### src/rtl/spi_bus_bridge_pkg.sv
// Shared types and frame-length helpers for the serial-to-register-bus bridge.
package spi_bus_bridge_pkg;

    typedef enum logic [2:0] {
        IDLE  = 3'd0,
        ADDR  = 3'd1,
        RW    = 3'd2,
        WDATA = 3'd3,
        RWAIT = 3'd4,
        RESP  = 3'd5
    } state_t;

    function automatic int wr_frame_len(input int aw, input int dw);
        return aw + dw + 2;
    endfunction

    function automatic int resp_len(input int dw);
        return dw + 2;
    endfunction

endpackage

### src/rtl/spi_bus_bridge_if.sv
// Parallel register bus driven by the bridge (master) toward the register decode (slave).
interface spi_bus_bridge_if #(
    parameter int AW       = 5,
    parameter int DW       = 8,
    parameter int ADDR_LSB = 2
);
    // bus_we/bus_re are single-cycle strobes qualified by bus_addr (and bus_wr_data);
    // bus_rd_data is only meaningful in a cycle where bus_rd_ack is high.
    logic [AW+ADDR_LSB-1:0] bus_addr;
    logic [DW-1:0]          bus_wr_data;
    logic                   bus_we;
    logic                   bus_re;
    logic [DW-1:0]          bus_rd_data;
    logic                   bus_rd_ack;

    modport master (
        output bus_addr, bus_wr_data, bus_we, bus_re,
        input  bus_rd_data, bus_rd_ack
    );

    modport slave (
        input  bus_addr, bus_wr_data, bus_we, bus_re,
        output bus_rd_data, bus_rd_ack
    );
endinterface

### src/rtl/spi_bus_tx.sv
// Load-and-shift response transmitter: start bit, DW data bits MSB first, status bit.
module spi_bus_tx
    import spi_bus_bridge_pkg::*;
#(
    parameter int DW = 8
) (
    input  logic          clk,
    input  logic          reset_l,
    input  logic          load,
    input  logic [DW-1:0] data,
    input  logic          status,
    output logic          spi_dout,
    output logic          busy
);
    localparam int LEN = resp_len(DW);
    localparam int CW  = $clog2(LEN + 1);

    logic [LEN-1:0] r_sh;
    logic [CW-1:0]  r_cnt;

    // Zero fill on shift leaves the line low once the frame has gone out.
    always_ff @(posedge clk or negedge reset_l) begin
        if (!reset_l) begin
            r_sh  <= '0;
            r_cnt <= '0;
        end else if (load) begin
            r_sh  <= {1'b1, data, status};
            r_cnt <= CW'(LEN);
        end else if (r_cnt != '0) begin
            r_sh  <= r_sh << 1;
            r_cnt <= r_cnt - 1'b1;
        end
    end

    assign spi_dout = r_sh[LEN-1];
    assign busy     = (r_cnt != '0);

endmodule

### src/rtl/spi_bus_bridge.sv
// Serial command frames in, register bus strobes out; reads answered with a framed response.
module spi_bus_bridge
    import spi_bus_bridge_pkg::*;
#(
    parameter int AW       = 5,
    parameter int DW       = 8,
    parameter int ADDR_LSB = 2,
    parameter int TIMEOUT  = 15
) (
    input  logic             clk,
    input  logic             reset_l,
    input  logic             spi_din,
    output logic             spi_dout,
    output logic             overrun,
    input  logic             overrun_clr,
    spi_bus_bridge_if.master bus,
    output state_t           o_dbg_state
);
    localparam int ACW = (AW > 1) ? $clog2(AW) : 1;
    localparam int DCW = $clog2(DW + 1);
    localparam int WCW = $clog2(TIMEOUT + 1);

    state_t                 r_state, w_state_nxt;
    logic [ACW-1:0]         r_acnt;
    logic [DCW-1:0]         r_dcnt;
    logic [WCW-1:0]         r_wcnt;
    logic [AW-1:0]          r_addr_sh;
    logic [DW-1:0]          r_data_sh;
    logic                   r_need_low;
    logic                   r_overrun;
    logic [AW+ADDR_LSB-1:0] r_bus_addr;
    logic [DW-1:0]          r_bus_wr_data;
    logic                   r_bus_we;
    logic                   r_bus_re;

    logic                   w_do_write;
    logic                   w_do_read;
    logic                   w_tx_load;
    logic [DW-1:0]          w_tx_data;
    logic                   w_tx_status;
    logic                   w_tx_busy;

    always_ff @(posedge clk or negedge reset_l) begin
        if (!reset_l) r_state <= IDLE;
        else          r_state <= w_state_nxt;
    end

    always_comb begin
        w_state_nxt = r_state;
        w_do_write  = 1'b0;
        w_do_read   = 1'b0;
        w_tx_load   = 1'b0;
        w_tx_data   = '0;
        w_tx_status = 1'b0;
        case (r_state)
            IDLE:  if (spi_din && !r_need_low) w_state_nxt = ADDR;
            ADDR:  if (r_acnt == ACW'(AW - 1)) w_state_nxt = RW;
            RW: begin
                if (spi_din) begin
                    w_state_nxt = WDATA;
                end else begin
                    w_do_read   = 1'b1;
                    w_state_nxt = RWAIT;
                end
            end
            WDATA: begin
                if (r_dcnt == DCW'(DW - 1)) begin
                    w_do_write  = 1'b1;
                    w_state_nxt = IDLE;
                end
            end
            RWAIT: begin
                // An ack in the final wait cycle still beats the timeout.
                if (bus.bus_rd_ack) begin
                    w_tx_load   = 1'b1;
                    w_tx_data   = bus.bus_rd_data;
                    w_state_nxt = RESP;
                end else if (r_wcnt == WCW'(TIMEOUT)) begin
                    w_tx_load   = 1'b1;
                    w_tx_status = 1'b1;
                    w_state_nxt = RESP;
                end
            end
            RESP:    if (!w_tx_busy) w_state_nxt = IDLE;
            default: w_state_nxt = IDLE;
        endcase
    end

    always_ff @(posedge clk or negedge reset_l) begin
        if (!reset_l) begin
            r_acnt        <= '0;
            r_dcnt        <= '0;
            r_wcnt        <= '0;
            r_addr_sh     <= '0;
            r_data_sh     <= '0;
            r_need_low    <= 1'b0;
            r_overrun     <= 1'b0;
            r_bus_addr    <= '0;
            r_bus_wr_data <= '0;
            r_bus_we      <= 1'b0;
            r_bus_re      <= 1'b0;
        end else begin
            r_bus_we <= 1'b0;
            r_bus_re <= 1'b0;
            case (r_state)
                IDLE: begin
                    r_acnt <= '0;
                    r_dcnt <= '0;
                    if (!spi_din) r_need_low <= 1'b0;
                end
                ADDR: begin
                    r_addr_sh <= AW'({r_addr_sh, spi_din});
                    if (r_acnt != ACW'(AW - 1)) r_acnt <= r_acnt + 1'b1;
                end
                WDATA: begin
                    r_data_sh <= DW'({r_data_sh, spi_din});
                    if (r_dcnt != DCW'(DW)) r_dcnt <= r_dcnt + 1'b1;
                end
                RWAIT: if (r_wcnt != WCW'(TIMEOUT)) r_wcnt <= r_wcnt + 1'b1;
                // A stray high bit mid-frame must not be mistaken for a start bit.
                RESP:  if (!w_tx_busy) r_need_low <= 1'b1;
                default: ;
            endcase

            if (w_do_write) begin
                r_bus_addr    <= (AW+ADDR_LSB)'(r_addr_sh) << ADDR_LSB;
                r_bus_wr_data <= DW'({r_data_sh, spi_din});
                r_bus_we      <= 1'b1;
            end
            if (w_do_read) begin
                r_bus_addr <= (AW+ADDR_LSB)'(r_addr_sh) << ADDR_LSB;
                r_bus_re   <= 1'b1;
                r_wcnt     <= WCW'(1);
            end

            if (overrun_clr)
                r_overrun <= 1'b0;
            else if (spi_din && (r_state == RWAIT || r_state == RESP))
                r_overrun <= 1'b1;
        end
    end

    spi_bus_tx #(.DW(DW)) u_tx (
        .clk      (clk),
        .reset_l  (reset_l),
        .load     (w_tx_load),
        .data     (w_tx_data),
        .status   (w_tx_status),
        .spi_dout (spi_dout),
        .busy     (w_tx_busy)
    );

    assign bus.bus_addr    = r_bus_addr;
    assign bus.bus_wr_data = r_bus_wr_data;
    assign bus.bus_we      = r_bus_we;
    assign bus.bus_re      = r_bus_re;
    assign overrun         = r_overrun;
    assign o_dbg_state     = r_state;

endmodule
### src/flat_wrapper.sv
// flat-port wrapper written by rule: the top's interface ports become plain ports
module spi_bus_bridge_flat import spi_bus_bridge_pkg::*;
#(
    parameter int AW       = 5,
    parameter int DW       = 8,
    parameter int ADDR_LSB = 2,
    parameter int TIMEOUT  = 15
)
  (clk, reset_l, spi_din, spi_dout, overrun, overrun_clr, o_dbg_state, bus_bus_addr, bus_bus_wr_data, bus_bus_we, bus_bus_re, bus_bus_rd_data, bus_bus_rd_ack);
  spi_bus_bridge_if #(.AW(AW), .DW(DW), .ADDR_LSB(ADDR_LSB)) bus_i ();
  input  logic clk;
  input  logic reset_l;
  input  logic spi_din;
  output logic spi_dout;
  output logic overrun;
  input  logic overrun_clr;
  output state_t o_dbg_state;
  output wire logic [$bits(bus_i.bus_addr)-1:0] bus_bus_addr;
  output wire logic [$bits(bus_i.bus_wr_data)-1:0] bus_bus_wr_data;
  output wire logic [$bits(bus_i.bus_we)-1:0] bus_bus_we;
  output wire logic [$bits(bus_i.bus_re)-1:0] bus_bus_re;
  input wire logic [$bits(bus_i.bus_rd_data)-1:0] bus_bus_rd_data;
  input wire logic [$bits(bus_i.bus_rd_ack)-1:0] bus_bus_rd_ack;
  assign bus_bus_addr = bus_i.bus_addr;
  assign bus_bus_wr_data = bus_i.bus_wr_data;
  assign bus_bus_we = bus_i.bus_we;
  assign bus_bus_re = bus_i.bus_re;
  assign bus_i.bus_rd_data = bus_bus_rd_data;
  assign bus_i.bus_rd_ack = bus_bus_rd_ack;
  spi_bus_bridge #(.AW(AW), .DW(DW), .ADDR_LSB(ADDR_LSB), .TIMEOUT(TIMEOUT)) u_core (.clk(clk), .reset_l(reset_l), .spi_din(spi_din), .spi_dout(spi_dout), .overrun(overrun), .overrun_clr(overrun_clr), .bus(bus_i), .o_dbg_state(o_dbg_state));
endmodule
### config.mk
export PLATFORM = sky130hd
export DESIGN_NAME = spi_bus_bridge_flat
export DESIGN_NICKNAME = d
export VERILOG_FILES = /design/src/rtl/spi_bus_bridge_pkg.sv /design/src/rtl/spi_bus_bridge_if.sv /design/src/rtl/spi_bus_tx.sv /design/src/rtl/spi_bus_bridge.sv /design/src/flat_wrapper.sv
export SDC_FILE = /design/constraint.sdc
export NUM_CORES = 1
export LEC_CHECK = 0
export BUFFER_PORTS_ARGS = -buffer_cell sky130_fd_sc_hd__clkbuf_2
export CORE_MARGIN = 4
export CORE_UTILIZATION = 50
export CTS_CLUSTER_DIAMETER = 100
export DETAILED_ROUTE_END_ITERATION = 8
export GPL_TIMING_DRIVEN = 0
export PLACE_DENSITY = 0.71
export SYNTH_ARGS = -nofsm -noshare
export SYNTH_HDL_FRONTEND = slang
export SYNTH_SLANG_ARGS = --single-unit
export TNS_END_PERCENT = 10
### constraint.sdc
create_clock -name clk -period 1.9 [get_ports clk]
set_clock_uncertainty 0.05 [all_clocks]
set_input_delay 0.095 -clock clk [delete_from_list [all_inputs] [get_ports clk]]
set_output_delay 0.095 -clock clk [all_outputs]
set_load 0.005 [all_outputs]
**Yosys cells after proc, flatten, opt, wreduce, memory -nomap -nowiden**

Index checks and enable logic that the tools add are counted.

- Reduce and logical (&&, ||, !) cells: 19
- Eq/ne operators: 19
- Mux-type cells: 39
- Add/sub/neg operators: 4

Operators by type and width:

| operator | number |
|---|---|
| $mux W3 | 8 |
| $mux W4 | 6 |
| $mux W10 | 2 |
| $pmux W3 S6 | 1 |
| $mux W8 | 2 |
| $reduce_bool A2 Y1 | 8 |
| $mux W1 | 15 |
| $mux W7 | 2 |
| $ne A2 B1 Y1 const B | 5 |
| $eq A3 B3 Y1 const B | 3 |
| $add A4 B1 Y4 const B | 2 |
| $ne A4 B4 Y1 const B | 2 |
| $pmux W4 S2 | 1 |
| $eq A3 B2 Y1 const B | 2 |
| $pmux W3 S2 | 1 |
| $reduce_and A2 Y1 | 3 |
| $reduce_and A5 Y1 | 1 |
| $eq A4 B3 Y1 const B | 1 |
| $eq A4 B4 Y1 const B | 1 |
| $ne A2 B2 Y1 const B | 2 |
| $reduce_bool A4 Y1 | 1 |
| $sub A4 B1 Y4 const B | 1 |
| $add A3 B1 Y3 const B | 1 |
| $eq A3 B1 Y1 const B | 1 |
| 8 further kinds | 9 |

- Input bits: 13
- Register bits: 59
- Output and inout port bits: 22

**Depth between registers and ports, before layout**

- Depth after elaboration: 5
- Depth in mapped cells: 6

**By module**

Synthesis repeated with hierarchy kept, for this count alone.

- Cell total of the unflattened synthesis: 255
- Area total of the unflattened synthesis: 2,723.9 sq um

By module, submodules not included:

| module | area an instance (sq um) | cells each | sequential area each (sq um) | times used |
|---|---|---|---|---|
| spi_bus_bridge | 2,035.7 | 183 | 1,076.0 | 1 |
| spi_bus_tx | 688.2 | 72 | 350.3 | 1 |

**Least setup slack after synthesis**

OpenSTA, ideal clock, no wires.

- Path type: reg-to-reg
- Start point: register u_core.u_tx.r_cnt[0]
- End point: register u_core.r_state[0] (netlist: u_core.o_dbg_state[0])
- Slack: 0.159 ns
- Arrival time: 1.563 ns
- Setup time: 0.128 ns
- Required time: 1.722 ns
- Stages on the path, launching flop included: 7
- Path through: dfrtp_1 inv_1 ha_1 nor3b_2 a2bb2oi_1 o211ai_2 mux2_1

- Cells in the longest elaborated chain, start to end: 3

Ends and longest elaborated chain:

| item | RTL line | text |
|---|---|---|
| start, declared | spi_bus_tx.sv:19 | `logic [CW-1:0] r_cnt;` |
| start signal, assigned | spi_bus_tx.sv:28 | `r_cnt <= CW'(LEN);` |
| start signal, assigned | spi_bus_tx.sv:31 | `r_cnt <= r_cnt - 1'b1;` |
| $reduce_bool A4 Y1 | spi_bus_tx.sv:36 | `assign busy = (r_cnt != '0);` |
| $ne A2 B2 Y1 (no source line) | n/a |  |
| $reduce_and A5 Y1 (no source line) | n/a |  |
| end signal, assigned | spi_bus_bridge.sv:45 | `else r_state <= w_state_nxt;` |
| end, declared | spi_bus_bridge.sv:23 | `state_t r_state, w_state_nxt;` |

Every way passes these cells.
A chain may end at the register's enable or synchronous reset.

**Final worst setup path**

- Start point: register u_core.r_dcnt[0]
- End point: register u_core.r_bus_addr[5] (netlist: u_core.bus.bus_addr[5])

- Cells in the longest elaborated chain, start to end: 4

Ends and longest elaborated chain:

| item | RTL line | text |
|---|---|---|
| start, declared | spi_bus_bridge.sv:25 | `logic [DCW-1:0] r_dcnt;` |
| start signal, assigned | spi_bus_bridge.sv:117 | `if (r_dcnt != DCW'(DW)) r_dcnt <= r_dcnt + 1'b1;` |
| $eq A4 B3 Y1 | spi_bus_bridge.sv:67 | `if (r_dcnt == DCW'(DW - 1)) begin` |
| $mux W1 | spi_bus_bridge.sv:67 |  |
| $mux W1 | spi_bus_bridge.sv:55 | `case (r_state)` |
| net u_core.w_do_write | spi_bus_bridge.sv:36 | `logic w_do_write;` |
| $reduce_bool A2 Y1 (no source line) | n/a |  |
| end signal, assigned | spi_bus_bridge.sv:126 | `r_bus_addr <= (AW+ADDR_LSB)'(r_addr_sh) << ADDR_LSB;` |
| end signal, assigned | spi_bus_bridge.sv:131 | `r_bus_addr <= (AW+ADDR_LSB)'(r_addr_sh) << ADDR_LSB;` |
| end, declared | spi_bus_bridge.sv:31 | `logic [AW+ADDR_LSB-1:0] r_bus_addr;` |

The timed path passes the listed nets, and every way through them passes these cells.

==> results.toml <==
[hold_path]
hold_class = "input port to flop"

[finish]
syn2layout_area_growth_pct = 22.6
nFillCells = 446
multi_input_comb_area_sq_um = 1140
antenna_cells = 0
fin_area_sq_um = 3250
drive_above_1_share_pct = 30.8
fin_util_pct = 63.3
fin_nets = 310
regArea_sq_um = 1430

[place]
hpwl_um = 3120
gp_congestion = 0.762
placed_area_sq_um = 2910
port_buffers = 32

[yosys]
synthDistinctLibCells = 46
yosysSeqAreaShare_pct = 53.7
syn_inst = 234
synth_edf_count = 0
synth_top_area_share_pct = 53.7
synthFlopType = "dfrtp_1"
synth_area_leaders = "dfrtp_1 54%, nand2_1 5.7%, mux2_2 5.5%"
ys_ff_latch = 57
avgSynthCellArea_sq_um = 11.3
synth_area_sq_um = 2650
synth_area_leader_cell = "dfrtp_1"
synthArstFlopShare_pct = 100
yosysWarningCount = 0

[detailed_routing]
routed-via-count = 1859
drt-pass1-iter-count = 4
wl_per_cell_um = 12.9
wl_um = 4710
ant_nets = 0
drtIter0Drc = 72
drc = 0
via_per_inst = 5.09

[critical_path]
critical-path-top-delay-family = "simple AND/OR/NAND/NOR gates"
cp_max_fo = 10
reg2reg_slack_ns = 0.06
critPathSlowestCell = "dfrtp_1"
path_buf_inv = 1
worst-endpoint-arrival_ns = 2.01
required_ns = 2.07
startpoint_type = "flop"
worstSetupPathType = "flop to flop"
cp_cell_sequence = "ha_1, nand3b_1, nor2_8, or2_1, buf_6, mux2_4"
cpPeakStageDelay_ns = 0.42
endpoint_kind = "flop"

[power_and_ir_drop]
combPwrFrac_pct = 35.3
seqPwrFrac_pct = 41.4
ir_drop_mv = 0.929
swShare_pct = 33.0
pwr-share-clk_pct = 23.3
p_sw_mw = 1.58
p_int_mw = 3.21
power-per-cell-area_nw_per_um2 = 1470
p_leak_nw = 1.63

[timing]
max_slew_margin_pct = 49.5
maxSlewViolCount = 0
hold_violations = 0
min_period_over_period_pct = 97.0
setup_viol = 0
rsz0062_at_grt = "yes"
fin_crit_ns = 1.84
tightest_slew_ns = 0.758
fmax_mhz = 543

[floorplanning]
core_area_sq_um = 5140
row_count = 26
initial_utilization_pct = 51.6
ioPinCount = 35
fp.dieH_um = 80.9
dieArea_sq_um = 6540
die_x_um = 80.9

[cts]
numCtsBuffers = 9
clock_path_buffers = 2
cts_tree = "yes"
cts_root_buf = "clkbuf_8"
worstSkewPairLatency_ns = 0.33
clk_pin_slew_ns = 0.06
clock_sinks = 57
h-tree-depth = 3

[global_route]
grt_overflow = 0
grt_max_degree = 58
gr-usage-all-layers_pct = 16.6
grt_pass1_vias = 1781
antenna_found_initial = 0
grt_pass1_wl_um = 8140

[run]
maxCapViolations = 0

[outcome]
status = "completed"
## path summary, 6_finish.rpt
kind / start / endpoint / cells past startpoint
max: u_core.r_dcnt[0] / u_core.bus.bus_addr[5] / 6
max reg2reg: u_core.r_dcnt[0] / u_core.bus.bus_addr[5] / 6
min reg2reg: u_core.r_data_sh[6] / u_core.r_data_sh[6] / 2
min: spi_din / u_core.r_data_sh[0] / 3
max in group asynchronous: reset_l / u_core.o_dbg_state[0] / 2
min in group asynchronous: reset_l / u_core.u_tx.r_sh[3] / 2
## cell families after synthesis
logic type      share of synthesized area, %
simple gates                            18.3
flops                                   53.7
compound gates                          8.82
mux                                     10.3
buf+inv                                 4.24
fa+ha+maj                               2.83
xor+xnor                                1.65
other cells                            0.141
## layer usage
layer  share of wire [%]  global-route usage (%)
met3                 4.5                    6.76
met1                  48                    21.3
met2                  46                    25.0
met5                   0                       0
met4                 1.1                    6.59
## placed cells by master, fill, tap and decap left out, drive strengths merged
cell	n
dfrtp	57
clkbuf	46
nand2	41
mux2	19
o21ai	14
buf	12
dlygate4sd3	10
nor2	10
inv	9
a2bb2oi	9
nand3	7
a21oi	6
ha	6
nor3	5
nand2b	4
mux2i	4
xor2	4
nor3b	4
nand3b	3
or3	3
a31oi	2
and2	2
conb	2
clkinv	2
o211ai	2
nor4	1
and3b	1
and4b	1
and3	1
a21o	1
or2	1
nand4	1
or3b	1
a22oi	1
a21boi	1
xnor2	1
bufinv	1
## through the flow
step	hold WS (ns)	worst slack (ns)	total power [mW]	instances	TNS, ns
floorplan	-0.251	0.159	3.18	235	0
global placement	0.198	-0.100	3.55	337	-0.348
detailed placement	0.188	-0.127	3.60	337	-0.540
CTS	0.0677	0.0309	4.79	362	0
global route	0.104	-0.0477	5.18	365	-0.219
finish	0.0716	0.0575	4.79	365	0
## what timing repair did
item,CTS,global route
setup buffers,0,3
pin swaps,1,1
hold buffers,10,0
endpoints found under the hold margin,66,0
gates resized for setup,5,2
endpoints found under the setup margin,15,10
## cell usage after synthesis, drive strengths merged, types with 4 or more instances
cell type	number
dfrtp	57
nand2	41
mux2	19
o21ai	14
nor2	10
a2bb2oi	9
buf	9
inv	9
nand3	7
a21oi	6
ha	6
nor3	5
mux2i	4
nand2b	4
nor3b	4
xor2	4
## registers in the layout, summed over array words and instances, names as in the netlist
signal,flops
u_core.u_tx.r_sh,10
u_core.bus.bus_wr_data,8
u_core.r_data_sh,7
u_core.bus.bus_addr,5
u_core.r_addr_sh,5
u_core.r_dcnt,4
u_core.r_wcnt,4
u_core.u_tx.r_cnt,4
u_core.o_dbg_state,3
u_core.r_acnt,3
u_core.bus.bus_re,1
u_core.bus.bus_we,1
u_core.overrun,1
u_core.r_need_low,1
## power groups by stage
stage	Clock (mW)	Sequential, mW	Combinational, mW
after floorplan	0	1.93	1.26
after global placement	0	1.98	1.57
after detailed placement	0	1.99	1.61
after CTS	1.14	1.98	1.66
after global routing	1.21	2.05	1.92
final	1.12	1.98	1.69
## cell type report
cell class,instances,area share [%]
sequential,57,43.9
multi-input combinational,158,35.1
timing repair buffer,45,8.77
clock buffer,12,4.77
tap,70,2.69
buffer,11,2.50
clock inverter,3,1.23
inverter,9,1.04
## worst reg2reg max path, cell delays in order, from the launching register on
cell	delay, ns
dfrtp_1	0.42
ha_1	0.25
nand3b_1	0.22
nor2_8	0.09
or2_1	0.27
buf_6	0.14
mux2_4	0.29
(Power assumes the default switching activity.)
